[src/rtl/axi4_slave_ctrl.sv]
// axi4_slave_ctrl: AXI4 INCR-burst slave bridging to a single-port word memory; define AXI_OOR_WRAP_EN to wrap out-of-range addresses instead of erroring
module axi4_slave_ctrl #(
  parameter int DATA_WIDTH     = 32,
  parameter int ADDR_WIDTH     = 16,
  parameter int MEM_DEPTH      = 1024,
  parameter int MEM_ADDR_WIDTH = 10
) (
  input  logic                      ACLK,
  input  logic                      ARESETn,
  input  logic [ADDR_WIDTH-1:0]     AWADDR,
  input  logic [7:0]                AWLEN,
  input  logic                      AWVALID,
  output logic                      AWREADY,
  input  logic [DATA_WIDTH-1:0]     WDATA,
  input  logic                      WLAST,
  input  logic                      WVALID,
  output logic                      WREADY,
  output logic [1:0]                BRESP,
  output logic                      BVALID,
  input  logic                      BREADY,
  input  logic [ADDR_WIDTH-1:0]     ARADDR,
  input  logic [7:0]                ARLEN,
  input  logic                      ARVALID,
  output logic                      ARREADY,
  output logic [DATA_WIDTH-1:0]     RDATA,
  output logic [1:0]                RRESP,
  output logic                      RLAST,
  output logic                      RVALID,
  input  logic                      RREADY,
  output logic                      mem_en,
  output logic                      mem_we,
  output logic [MEM_ADDR_WIDTH-1:0] mem_addr,
  output logic [DATA_WIDTH-1:0]     mem_wdata,
  input  logic [DATA_WIDTH-1:0]     mem_rdata
);
  typedef enum logic [2:0] {IDLE, WR_DATA, WR_RESP, RD_ADDR, RD_WAIT, RD_DATA} state_t;
  state_t state_q, state_d, st;
  logic [MEM_ADDR_WIDTH-1:0] cur_q, cur_d;
  logic [7:0] len_q, len_d, beat_q, beat_d, len;
  logic err_q, err_d, werr_q, werr_d, rd_first_q, rd_first_d, rlast_q, rlast_d;
  logic [1:0] bresp_q, bresp_d, rresp_q, rresp_d;
  logic [DATA_WIDTH-1:0] rdata_q, rdata_d;
  logic [ADDR_WIDTH-1:0] addr;
  logic aw_win, ar_win, aw_hs, ar_hs, range_err, last_beat, unused_addr;

  assign aw_win      = AWVALID && (!ARVALID || !rd_first_q);
  assign ar_win      = ARVALID && (!AWVALID || rd_first_q);
  assign addr        = aw_win ? AWADDR : ARADDR;
  assign len         = aw_win ? AWLEN : ARLEN;
  assign last_beat   = beat_q == len_q;
  assign unused_addr = ^addr;
`ifdef AXI_OOR_WRAP_EN
  assign range_err = 1'b0;
`else
  localparam logic [MEM_ADDR_WIDTH+8:0] LAST_WORD = (MEM_ADDR_WIDTH+9)'(MEM_DEPTH - 1);
  logic [MEM_ADDR_WIDTH+8:0] end_word;
  assign end_word  = {9'd0, addr[MEM_ADDR_WIDTH+1:2]} + {{(MEM_ADDR_WIDTH+1){1'b0}}, len};
  assign range_err = (|addr[ADDR_WIDTH-1:MEM_ADDR_WIDTH+2]) || (end_word > LAST_WORD);
`endif

  assign mem_addr  = mem_en ? cur_q : '0;
  assign mem_wdata = mem_we ? WDATA : '0;
  assign BRESP     = bresp_q;
  assign RDATA     = rdata_q;
  assign RRESP     = rresp_q;
  assign RLAST     = rlast_q;

  // Next state, burst bookkeeping and handshake/strobe outputs; a held reset forces the idle view
  always_comb begin
    st         = ARESETn ? state_q : IDLE;
    state_d    = state_q;
    cur_d      = cur_q;
    len_d      = len_q;
    beat_d     = beat_q;
    err_d      = err_q;
    werr_d     = werr_q;
    rd_first_d = rd_first_q;
    bresp_d    = bresp_q;
    rresp_d    = rresp_q;
    rdata_d    = rdata_q;
    rlast_d    = rlast_q;
    AWREADY    = 1'b0;
    ARREADY    = 1'b0;
    WREADY     = 1'b0;
    BVALID     = 1'b0;
    RVALID     = 1'b0;
    mem_en     = 1'b0;
    mem_we     = 1'b0;
    aw_hs      = 1'b0;
    ar_hs      = 1'b0;
    case (st)
      IDLE: begin
        AWREADY = ARESETn && !ar_win;
        ARREADY = ARESETn && !aw_win;
        aw_hs   = AWVALID && AWREADY;
        ar_hs   = ARVALID && ARREADY;
        if (aw_hs || ar_hs) begin
          cur_d   = addr[MEM_ADDR_WIDTH+1:2];
          len_d   = len;
          beat_d  = '0;
          err_d   = range_err;
          werr_d  = 1'b0;
          state_d = aw_hs ? WR_DATA : RD_ADDR;
        end
      end
      WR_DATA: begin
        WREADY = 1'b1;
        if (WVALID) begin
          mem_en = !err_q;
          mem_we = !err_q;
          cur_d  = cur_q + MEM_ADDR_WIDTH'(1);
          beat_d = beat_q + 8'd1;
          werr_d = werr_q || (WLAST != last_beat);
          if (last_beat) begin
            state_d = WR_RESP;
            bresp_d = (err_q || werr_d) ? 2'b10 : 2'b00;
          end
        end
      end
      WR_RESP: begin
        BVALID = 1'b1;
        if (BREADY) begin
          state_d    = IDLE;
          rd_first_d = 1'b1;
        end
      end
      RD_ADDR: begin
        mem_en  = !err_q;
        state_d = RD_WAIT;
      end
      RD_WAIT: begin
        rdata_d = err_q ? '0 : mem_rdata;
        rresp_d = err_q ? 2'b10 : 2'b00;
        rlast_d = last_beat;
        state_d = RD_DATA;
      end
      RD_DATA: begin
        RVALID = 1'b1;
        if (RREADY) begin
          if (last_beat) begin
            state_d    = IDLE;
            rd_first_d = 1'b0;
          end else begin
            cur_d   = cur_q + MEM_ADDR_WIDTH'(1);
            beat_d  = beat_q + 8'd1;
            state_d = RD_ADDR;
          end
        end
      end
      default: state_d = IDLE;
    endcase
  end

  // State and datapath registers with synchronous active-low reset
  always_ff @(posedge ACLK) begin
    if (!ARESETn) begin
      state_q    <= IDLE;
      cur_q      <= '0;
      len_q      <= '0;
      beat_q     <= '0;
      err_q      <= 1'b0;
      werr_q     <= 1'b0;
      rd_first_q <= 1'b0;
      bresp_q    <= 2'b00;
      rresp_q    <= 2'b00;
      rdata_q    <= '0;
      rlast_q    <= 1'b0;
    end else begin
      state_q    <= state_d;
      cur_q      <= cur_d;
      len_q      <= len_d;
      beat_q     <= beat_d;
      err_q      <= err_d;
      werr_q     <= werr_d;
      rd_first_q <= rd_first_d;
      bresp_q    <= bresp_d;
      rresp_q    <= rresp_d;
      rdata_q    <= rdata_d;
      rlast_q    <= rlast_d;
    end
  end
endmodule

[config.mk]
export PLATFORM = sky130hd
export DESIGN_NAME = axi4_slave_ctrl
export DESIGN_NICKNAME = d
export VERILOG_FILES = /design/src/rtl/axi4_slave_ctrl.sv
export SDC_FILE = /design/constraint.sdc
export NUM_CORES = 1
export LEC_CHECK = 0
export CELL_PAD_IN_SITES_DETAIL_PLACEMENT = 0
export CELL_PAD_IN_SITES_GLOBAL_PLACEMENT = 1
export CORE_ASPECT_RATIO = 0.8
export CORE_UTILIZATION = 40
export DETAILED_ROUTE_END_ITERATION = 10
export DONT_BUFFER_PORTS = 1
export GPL_TIMING_DRIVEN = 0
export PLACE_DENSITY = 0.7
export SYNTH_ARGS = -nofsm -noshare
export SYNTH_HDL_FRONTEND = slang
export SYNTH_SLANG_ARGS = --single-unit
export TNS_END_PERCENT = 20
[constraint.sdc]
create_clock -name ACLK -period 8.8 [get_ports ACLK]
set_input_delay 1.76 -clock ACLK [delete_from_list [all_inputs] [get_ports ACLK]]
set_output_delay 1.76 -clock ACLK [all_outputs]
set_load 0.03 [all_outputs]
[After elaboration in Yosys (flattened, before gate mapping)]
Index checks and enable logic that the tools add are counted.
Word-level totals
  bits in registers: 69
  input port bits: 120
  output and inout bits: 86
  logic and storage cells: 99
Cells by class
  $add $sub $neg: 3
  magnitude comparators: 1
  equality and inequality tests: 14
  muxes and demuxes: 41
  reduce and logical (&&, ||, !) cells: 29
Operators with widths (number)
  $mux W32: 2
  $mux W10: 5
  $mux W8: 5
  $pmux W10 S3: 1
  $pmux W8 S3: 1
  $mux W3: 6
  $pmux W3 S6: 1
  $mux W16: 1
  $ne A2 B2 Y1 const B: 7
  $mux W1: 12
  $add A10 B8 Y11: 1
  $gt A11 B10 Y1 const B: 1
  $add A10 B1 Y10 const B: 1
  $reduce_and A5 Y1: 2
  $add A8 B1 Y8 const B: 1
  $eq A8 B8 Y1: 1
  $mux W2: 4
  $eq A3 B2 Y1 const B: 2
  $eq A3 B3 Y1 const B: 2
  $logic_and A1 B1 Y1: 6
  $logic_not A1 Y1: 6
  $logic_or A1 B1 Y1: 6
  $pmux W1 S2: 3
  $reduce_and A3 Y1: 2
  other kinds (8): 9

[Depth between registers and ports, before layout]
Gate-level depths: netlist of run 1.
  word-level depth: 9
  gate-level depth with buffers: 12
  mapped depth without buffers: 11

[Worst setup path before layout of run 1]
Ideal clock, no wire load.
  path type: input port to output port
  start point: input port ARESETn
  end point: output port mem_wdata[22]
  arrival time: 3.472 ns
  data required time: 7.040 ns
  setup slack: 3.568 ns
  stages on the path: 6
  path buffers: 1
  cell sequence: nand2b_1 > nor2_1 > nand2_1 > nor2_1 > clkbuf_1 > and2_1
On the way
  cells in the longest elaborated chain, start to end: 4
Ends and longest elaborated chain
  from (decl): RTL line 9  | input logic ARESETn,
  $mux W3: RTL line 70  | st = ARESETn ? state_q : IDLE;
  $eq A3 B1 Y1: RTL line 91  | case (st)
  $mux W1: RTL line 91
  via mem_we: RTL line 31  | output logic mem_we,
  $mux W32: RTL line 62  | assign mem_wdata = mem_we ? WDATA : '0;
  to (decl): RTL line 33  | output logic [DATA_WIDTH-1:0] mem_wdata,
The timed path passes the listed nets, and every way through them passes these cells.

[Worst setup path after layout of run 1]
  start point: input port ARESETn
  end point: output port mem_wdata[30]
The elaborated chain is that of the path after synthesis.

==> impl_metrics.toml, run 1 <==
[run_status]
status = "finished, violations left"
violations = "DRC"

[clock_network]
clock_latency_ps = 330
cts_max_level = 3
clock-root-buffer = "clkbuf_16"
cts_buffer_depth = 2
cts-resized-gates = 0
cts_sinks = 67
hold_buffers = 0
path_clk_slew_ps = 50
post_cts_buffers = 0
cts_buffers = 9
cts_tree = "yes"

[critical_path]
cp_max_fo = 10
r2r_cells = 12
cpMostUsedCell = "nor2_1"
critPathCaptureType = "output pin"
r2r-start = "rd_first_q$_SDFFE_PN0P_"
cp_num_buf_inv = 1
worstReg2RegEnd = "err_q$_SDFFE_PN0P_"
cpPeakStageDelay_ps = 540
crit_path_top_delay_cell = "nor2_1"
r2r_slack_ps = 5530
critical_path_required_ps = 7040
path_cells = "nand2b_1 > nor2_1 > nand2_1 > nor2_1 > clkbuf_1 > and2_1"
setup.worst_path.start_class = "input pin"
cp_top_family = "simple AND/OR/NAND/NOR gates"
critical_path_class = "input pin to output pin"
arrival_ps = 4000

[synth]
synth_edf_count = 0
synth_area_sq_um = 3870
synth_ff_type = "dfxtp_1"
synth.distinct_cells = 56
seq_area_frac_synth_pct = 34.6
yosys_warnings = 0
ys_ff_latch = 67
async_flop_share_pct = 0
synth_cells = 467
synth.avg_cell_area_sq_um = 8.29

[route]
routed_wl_microns = 11900
dr_total_vias = 3372
routed_via_density = 5.62
wire_per_inst_microns = 19.9
drt_iter0_drc = 266
ant_nets = 0
dr.pass1.iters = 8
drc = 7

[finish]
layout-drive-gt1-share_pct = 8.70
area_growth_syn_to_layout_pct = 10.7
fin_util_pct = 46.4
final-instance-count-excl-fill = 600
layout_commonest_cell = "nand2_1"
nets = 609
mostFrequentLayoutCells = "72 x nand2_1, 67 x dfxtp_1, 45 x and2_1, 41 x a21boi_0, 32 x nand3b_1"

[worst_hold_path]
hold_depth = 2
whs_endpoint = "len_q[7]$_SDFFE_PN0P_"
min-delay-start = "len_q[7]$_SDFFE_PN0P_"
hold_class = "flip-flop to flip-flop"

[placed_design]
pre_cts_slack_ps = 3010
io_buffer_count = 0
dp_hpwl_microns = 9490
place_inst = 583
gp_congestion = 0.875

[floorplanning]
die_y_microns = 90.0
die_area_sq_um = 10100
boundaryPins = 206
core-area_sq_um = 9230
die_x_microns = 112
fp-row-count = 31
start_util_pct = 41.9

[power]
p_leak_nw = 1.54
power.density_nw_per_um2 = 192
vdd_ir_drop_max_mv = 0.113

[global_route]
grt_usage_pct = 23.9
antenna_found_initial = 2
grt.overflow.total = 0
grt_max_degree = 11
grt_pass1_wl_microns = 18300
grt_pass1_vias = 3195

[timing]
rsz0062_at_grt = "false"
setup_ws_ps = 3040
maxSlewViolCount = 0
setup_viol = 0
max-slew-margin-rel_pct = 45.9
whs_ps = 473
clock.fmax_ghz = 0.174
fin_tns_setup_ps = 0
finalHoldViolations = 0
post-route-min-period_ps = 5760
worst_pin_slew_ps = 806
fin_crit_sh_pct = 65.5
skew_ps = 11.9

[run]
cap_violations = 0
cells in the mapped netlist, types with 2 or more instances:
library cell | number | area share (%)
nand2_1 | 72 | 7.0
dfxtp_1 | 67 | 35
and2_1 | 45 | 7.3
a21boi_0 | 41 | 7.9
nand3b_1 | 32 | 6.2
clkbuf_1 | 25 | 2.4
nor2_1 | 24 | 2.3
o21ai_0 | 17 | 2.2
mux2_2 | 14 | 4.1
nand3_1 | 12 | 1.6
xnor2_1 | 11 | 2.5
a21oi_1 | 10 | 1.3
ha_1 | 9 | 2.9
nand2b_1 | 6 | 0.97
buf_4 | 5 | 0.97
nand4_1 | 5 | 0.81
a22o_1 | 4 | 0.90
buf_2 | 4 | 0.52
mux2i_1 | 4 | 1.0
nor2b_1 | 4 | 0.65
nor3_1 | 4 | 0.52
o31ai_1 | 4 | 0.78
xor2_1 | 4 | 0.90
and3_1 | 3 | 0.48
inv_1 | 3 | 0.29
a31oi_1 | 2 | 0.32
a32o_1 | 2 | 0.52
nor4_1 | 2 | 0.32
o211a_1 | 2 | 0.52
o21a_1 | 2 | 0.39
or3_1 | 2 | 0.32
or4_1 | 2 | 0.39
area by class of cell:
class	instances	area (sq um)
sequential	67	1340
inverter	3	11.3
fill	920	4940
buffer	35	163
tap	115	144
clock buffer	13	250
antenna	2	5.00
multi-input combinational	363	2360
clock inverter	2	12.5
cell families (layout without fill, tap and decap cells):
family | after synthesis | in the layout | share of synthesized area, %
buf+inv | 38 | 53 | 4.49
flops | 67 | 67 | 34.6
compound gates | 98 | 98 | 18.0
fa+ha+maj | 10 | 10 | 3.42
other cells | 1 | 4 | 0.0968
simple gates | 220 | 220 | 30.9
mux | 18 | 18 | 5.11
xor+xnor | 15 | 15 | 3.39
through the flow:
step,total power [mW],area (sq um)
after floorplan,0.466,3880
after global placement,0.504,4020
after detailed placement,0.506,4020
after CTS,0.832,4280
after global routing,0.864,4290
final,0.824,4290
sequential cells by signal (all words and copies together) (netlist names):
register / count
err_q: 1
werr_q: 1
beat_q: 8
RLAST: 1
rd_first_q: 1
len_q: 8
state_q: 3
cur_q: 10
RDATA: 32
BRESP: 1
RRESP: 1
worst register-to-register path, stage by stage (launching register included):
cell and delay (ps):
dfxtp_1 330, a21boi_0 550, buf_2 370, mux2_2 240, ha_1 140, inv_1 50, fa_1 350, nor2b_1 120
o21a_1 120, o21a_1 120, o2111ai_1 100, a2111oi_0 550, a311o_1 180
where the power goes:
| part | switching, mW | internal (mW) |
|---|---|---|
| Sequential | 0.0172 | 0.320 |
| Combinational | 0.0997 | 0.0638 |
| Clock | 0.127 | 0.196 |
worst max path at each step:
stage	cells after the start	from	end
finish	6	ARESETn	mem_wdata[30]
floorplan	6	ARESETn	mem_wdata[22]
global route	6	ARESETn	mem_wdata[30]
detailed placement	6	ARESETn	mem_wdata[29]
global placement	6	ARESETn	mem_wdata[30]
CTS	6	ARESETn	mem_wdata[29]
layer usage:
| metal | up-vias | GRT usage, % | wire length [microns] |
|---|---|---|---|
| met3 | 16 | 6.95 | 874 |
| met2 | 132 | 38.4 | 5610 |
| met4 | 0 | 9.56 | 299 |
| met5 | - | 0 | 0 |
| met1 | 1585 | 30.1 | 5150 |
| li1 | 1639 | - | - |
Power figures use the tool's default switching activity.
==> run 2: changes to the inputs <==
--- a/config.mk
+++ b/config.mk
@@ -12,7 +12,7 @@
 export DETAILED_ROUTE_END_ITERATION = 10
 export DONT_BUFFER_PORTS = 1
 export GPL_TIMING_DRIVEN = 0
-export PLACE_DENSITY = 0.7
+export PLACE_DENSITY = 0.73
 export SYNTH_ARGS = -nofsm -noshare
 export SYNTH_HDL_FRONTEND = slang
 export SYNTH_SLANG_ARGS = --single-unit
==> constraint.sdc (replaced) <==
create_clock -name ACLK -period 5.2 [get_ports ACLK]
set_input_delay 1.04 -clock ACLK [delete_from_list [all_inputs] [get_ports ACLK]]
set_output_delay 1.04 -clock ACLK [all_outputs]
set_load 0.03 [all_outputs]
==> run 2 against run 1 <==
The run still ends with DRC left; power rose by 81%; utilization rose by 0.46 points; cell count fell by 0.17%; sequential power rose by 69%; critical path depth did not move; routed wire length rose by 2.1%; combinational power rose by 70%; global-route usage rose by 0.11 points; die area did not move; hold slack got worse by 1.6 ps; clock power rose by 98%; critical endpoint unchanged; highest routed layer unchanged.
==> impl_metrics.toml, run 2 (synthesis results as in run 1) <==
[route]
route.met3.wl_microns = 996
m1WireLength_microns = 5120
ant_nets = 0
dr.pass1.iters = 7
dr_total_vias = 3377
routed_via_density = 5.64
top_layer_used = "met4"
drc = 6
drt_iter0_drc = 210
wire_per_inst_microns = 20.3
routed_wl_microns = 12200
wl_met2_microns = 5840

[critical_path]
critical_path_class = "input pin to output pin"
cp_top_family = "simple AND/OR/NAND/NOR gates"
cp_max_fo = 10
critical_path_required_ps = 4160
r2r-start = "rd_first_q$_SDFFE_PN0P_"
r2r_slack_ps = 1790
path_cells = "nand2b_1 > nor2_1 > nand2_1 > nor2_1 > clkbuf_1 > and2_1"
cp_num_buf_inv = 1
critPathCaptureType = "output pin"
worstReg2RegEnd = "err_q$_SDFFE_PN0P_"
cpPeakStageDelay_ps = 560
crit_path_top_delay_cell = "nor2_1"
setup.worst_path.start_class = "input pin"
cpMostUsedCell = "nor2_1"
arrival_ps = 3280
r2r_cells = 12

[run_status]
violations = "DRC"
status = "finished, violations left"

[power]
power_mw = 1.49
power.density_nw_per_um2 = 345
p_leak_nw = 1.56
vdd_ir_drop_max_mv = 0.158

[finish]
final-instance-count-excl-fill = 599
layout-drive-gt1-share_pct = 9.09
mostFrequentLayoutCells = "72 x nand2_1, 67 x dfxtp_1, 45 x and2_1, 41 x a21boi_0, 32 x nand3b_1"
area_growth_syn_to_layout_pct = 11.8
layout_commonest_cell = "nand2_1"
final_area_sq_um = 4330
nets = 609
diodes = 0
largest_reg_flops = 32
fin_util_pct = 46.9

[clock_network]
cts_tree = "yes"
clock-root-buffer = "clkbuf_16"
cts_max_level = 3
cts_buffer_depth = 2
path_clk_slew_ps = 50
clock_latency_ps = 330
cts_sinks = 67
cts_buffers = 9
hold_buffers = 0
cts-resized-gates = 0
post_cts_buffers = 0

[timing]
worst_pin_slew_ps = 890
clock.fmax_ghz = 0.231
maxSlewViolCount = 0
whs_ps = 472
skew_ps = 8.14
fin_crit_sh_pct = 83.1
post-route-min-period_ps = 4320
finalHoldViolations = 0
max-slew-margin-rel_pct = 40.2
rsz0062_at_grt = "false"
setup_viol = 0
fin_tns_setup_ps = 0
setup_ws_ps = 880

[floorplanning]
die_area_sq_um = 10100
fp-row-count = 31
start_util_pct = 41.9
core-area_sq_um = 9230
die_x_microns = 112
die_y_microns = 90.0
boundaryPins = 206

[global_route]
grt.overflow.total = 0
grt_pass1_wl_microns = 18400
grt_usage_pct = 24.0
grt_max_degree = 12
grt_pass1_vias = 3155
antenna_found_initial = 1

[placed_design]
pre_cts_slack_ps = 907
io_buffer_count = 0
dp_hpwl_microns = 9690
gp_congestion = 0.820
placed_cell_area_sq_um = 4020
place_inst = 583

[worst_hold_path]
hold_depth = 2
hold_class = "flip-flop to flip-flop"
whs_endpoint = "len_q[7]$_SDFFE_PN0P_"
min-delay-start = "len_q[7]$_SDFFE_PN0P_"

[run]
cap_violations = 0
run 2: changes by cell type in the layout (fill, tap and decap cells not counted), sizes merged:
cell	before	now
bufinv	0	2
clkbuf	38	36
clkinv	1	2
diode	2	0
run 2: tightest hold or removal path, stage by stage, from the launching register on:
cell and delay, ps:
dfxtp_1 320, nand3_1 70, nand2_1 50
run 2: power breakdown:
part,internal (mW),leakage [nW],switching (mW)
clock,0.418,0.150,0.224
combinational,0.108,0.867,0.171
sequential,0.541,0.544,0.0291
total,1.07,1.56,0.424
run 2: worst max path at each step:
stage / cells after the start / from / to
after floorplan: 6 / ARESETn / mem_wdata[22]
after global placement: 6 / ARESETn / mem_wdata[23]
after detailed placement: 6 / ARESETn / mem_wdata[30]
after CTS: 6 / ARESETn / mem_wdata[30]
after global routing: 6 / ARESETn / mem_wdata[30]
final: 6 / ARESETn / mem_wdata[30]
run 2: per-layer routing:
metal	global-route usage, %	vias up
met2	39.7	149
met1	30.5	1572
met3	6.81	19
met5	0	-
met4	6.78	0
li1	-	1637
run 2: area by class of cell:
class / count / area, sq um
fillers: 921 / 4900
multi-input cells: 363 / 2360
inverters: 3 / 11.3
flip-flops and latches: 67 / 1340
plain buffers: 35 / 163
well taps: 115 / 144
clock inverters: 5 / 77.6
clock buffers: 11 / 233
==> run 3: changes to the inputs <==
==> constraint.sdc (replaced) <==
create_clock -name ACLK -period 3.6 [get_ports ACLK]
set_input_delay 0.72 -clock ACLK [delete_from_list [all_inputs] [get_ports ACLK]]
set_output_delay 0.72 -clock ACLK [all_outputs]
set_load 0.03 [all_outputs]
==> run 3 against run 2 <==
The run still ends with DRC left; sequential power increased by 45%; routed wire length is 0.24% higher; clock power increased by 45%; die area stayed put; first-iteration DRC count is 2.9% lower; clock skew about the same; hold slack is essentially flat; via count down 0.30%; worst setup slack worse by 780 ps; critical path depth is 1 higher; critical endpoint unchanged.
==> impl_metrics.toml, run 3 (synthesis results as in run 1) <==
[power]
power.density_nw_per_um2 = 498
power.switching_mw = 0.615
power_frac_clock_pct = 43.1
p_leak_nw = 1.56
switching_share_pct = 28.5
p_seq_share_pct = 38.2
p_comb_share_pct = 18.7
power_mw = 2.16
internal_power_mw = 1.54
vdd_ir_drop_max_mv = 0.230

[timing]
rsz0062_at_grt = "false"
worst_pin_slew_ps = 903
skew_ps = 8.64
clock.fmax_ghz = 0.286
fin_tns_setup_ps = 0
post-route-min-period_ps = 3500
setup_ws_ps = 103
finalHoldViolations = 0
max-slew-margin-rel_pct = 39.4
setup_viol = 0
maxSlewViolCount = 0
fin_crit_sh_pct = 97.1

[floorplanning]
start_util_pct = 41.9
die_y_microns = 90.0
die_x_microns = 112
die_area_sq_um = 10100
fp-row-count = 31
boundaryPins = 206
core-area_sq_um = 9230

[critical_path]
arrival_ps = 2780
critPathCaptureType = "output pin"
cp_max_fo = 10
setup.worst_path.start_class = "flip-flop"
critical_path_required_ps = 2880
critical_path_class = "flip-flop to output pin"
r2r_cells = 12

[finish]
fin_util_pct = 47.0
largest_reg_flops = 32
layout_commonest_cell = "nand2_1"
fill_cells = 924
diodes = 0
nets = 609
layout-drive-gt1-share_pct = 9.50
area_growth_syn_to_layout_pct = 11.9
mostFrequentLayoutCells = "72 x nand2_1, 67 x dfxtp_1, 45 x and2_1, 40 x a21boi_0, 32 x nand3b_1"

[route]
routed_wl_microns = 12200
ant_nets = 0
dr_total_vias = 3367
routed_via_density = 5.62
drc = 6
wire_per_inst_microns = 20.4
dr.pass1.iters = 8
drt_iter0_drc = 204

[worst_hold_path]
hold_depth = 2
hold_class = "flip-flop to flip-flop"

[global_route]
grt_max_degree = 12
grt.overflow.total = 0
grt_pass1_wl_microns = 18400
grt_usage_pct = 24.0
antenna_found_initial = 1
grt_pass1_vias = 3156

[clock_network]
post_cts_buffers = 0
cts_buffers = 9
clock-root-buffer = "clkbuf_16"
path_clk_slew_ps = 50
cts_max_level = 3
cts_sinks = 67
clock_latency_ps = 330
cts_buffer_depth = 2
cts_tree = "yes"

[placed_design]
pre_cts_slack_ps = -158
gp_congestion = 0.820
io_buffer_count = 0
dp_hpwl_microns = 9690

[run_status]
violations = "DRC"
status = "finished, violations left"

[run]
cap_violations = 0
## run 3: cell types whose count changed in the layout (fill, tap and decap cells not counted)
| cell | delta |
|---|---|
| a21boi_0 | -1 |
| clkbuf_2 | +1 |
| a21boi_1 | +1 |
| nor2_1 | -1 |
| clkbuf_1 | -1 |
| nor2_2 | +1 |
## run 3: path summary, 6_finish.rpt
check	from	endpoint	slack, ps
max	state_q[2]$_SDFFE_PN0P_	mem_wdata[30]	100
min	len_q[7]$_SDFFE_PN0P_	len_q[7]$_SDFFE_PN0P_	470
max reg2reg	rd_first_q$_SDFFE_PN0P_	err_q$_SDFFE_PN0P_	370
min reg2reg	len_q[7]$_SDFFE_PN0P_	len_q[7]$_SDFFE_PN0P_	470
## run 3: power groups by stage
stage | Sequential [mW] | Clock, mW | Combinational [mW]
floorplan | 0.828 | 0 | 0.310
global placement | 0.838 | 0 | 0.395
detailed placement | 0.840 | 0 | 0.400
CTS | 0.824 | 0.942 | 0.404
global route | 0.829 | 0.985 | 0.442
finish | 0.825 | 0.930 | 0.403
## run 3: cell type report
cell class | instances | area [sq um] | share of cell area [%]
Buffer | 35 | 164 | 3.78
Clock buffer | 11 | 233 | 5.37
Clock inverter | 5 | 77.6 | 1.79
Inverter | 3 | 11.3 | 0.260
Multi-Input combinational cell | 363 | 2360 | 54.5
Sequential cell | 67 | 1340 | 30.9
Tap cell | 115 | 144 | 3.32
## run 3: critical path, stage by stage, from the launching register on
cell	delay, ps
dfxtp_1	320
buf_4	180
nand2b_1	200
nor2_2	380
nand2_1	230
nor2_1	380
clkbuf_2	350
and2_1	410
## run 3: timing repair
| action | CTS | global route |
|---|---|---|
| resized for setup | 2 | 1 |
| pin swaps | 0 | 0 |
| setup endpoints to repair | 9 | 1 |
| hold buffers | 0 | 0 |
## run 3: layer usage
metal | routed length (microns) | part of all wire [%] | global-route usage [%]
met1 | 5160 | 42 | 30.5
met2 | 5860 | 48 | 39.7
met3 | 971 | 8.0 | 6.81
met4 | 225 | 1.8 | 6.78
met5 | 0 | 0 | 0
## run 3: stage by stage
stage               cell area (sq um)  hold WS, ps  instances
global route                     4330          491        599
floorplan                        3880          445        468
global placement                 4020          467        583
finish                           4330          472        599
detailed placement               4020          465        583
CTS                              4330          473        599
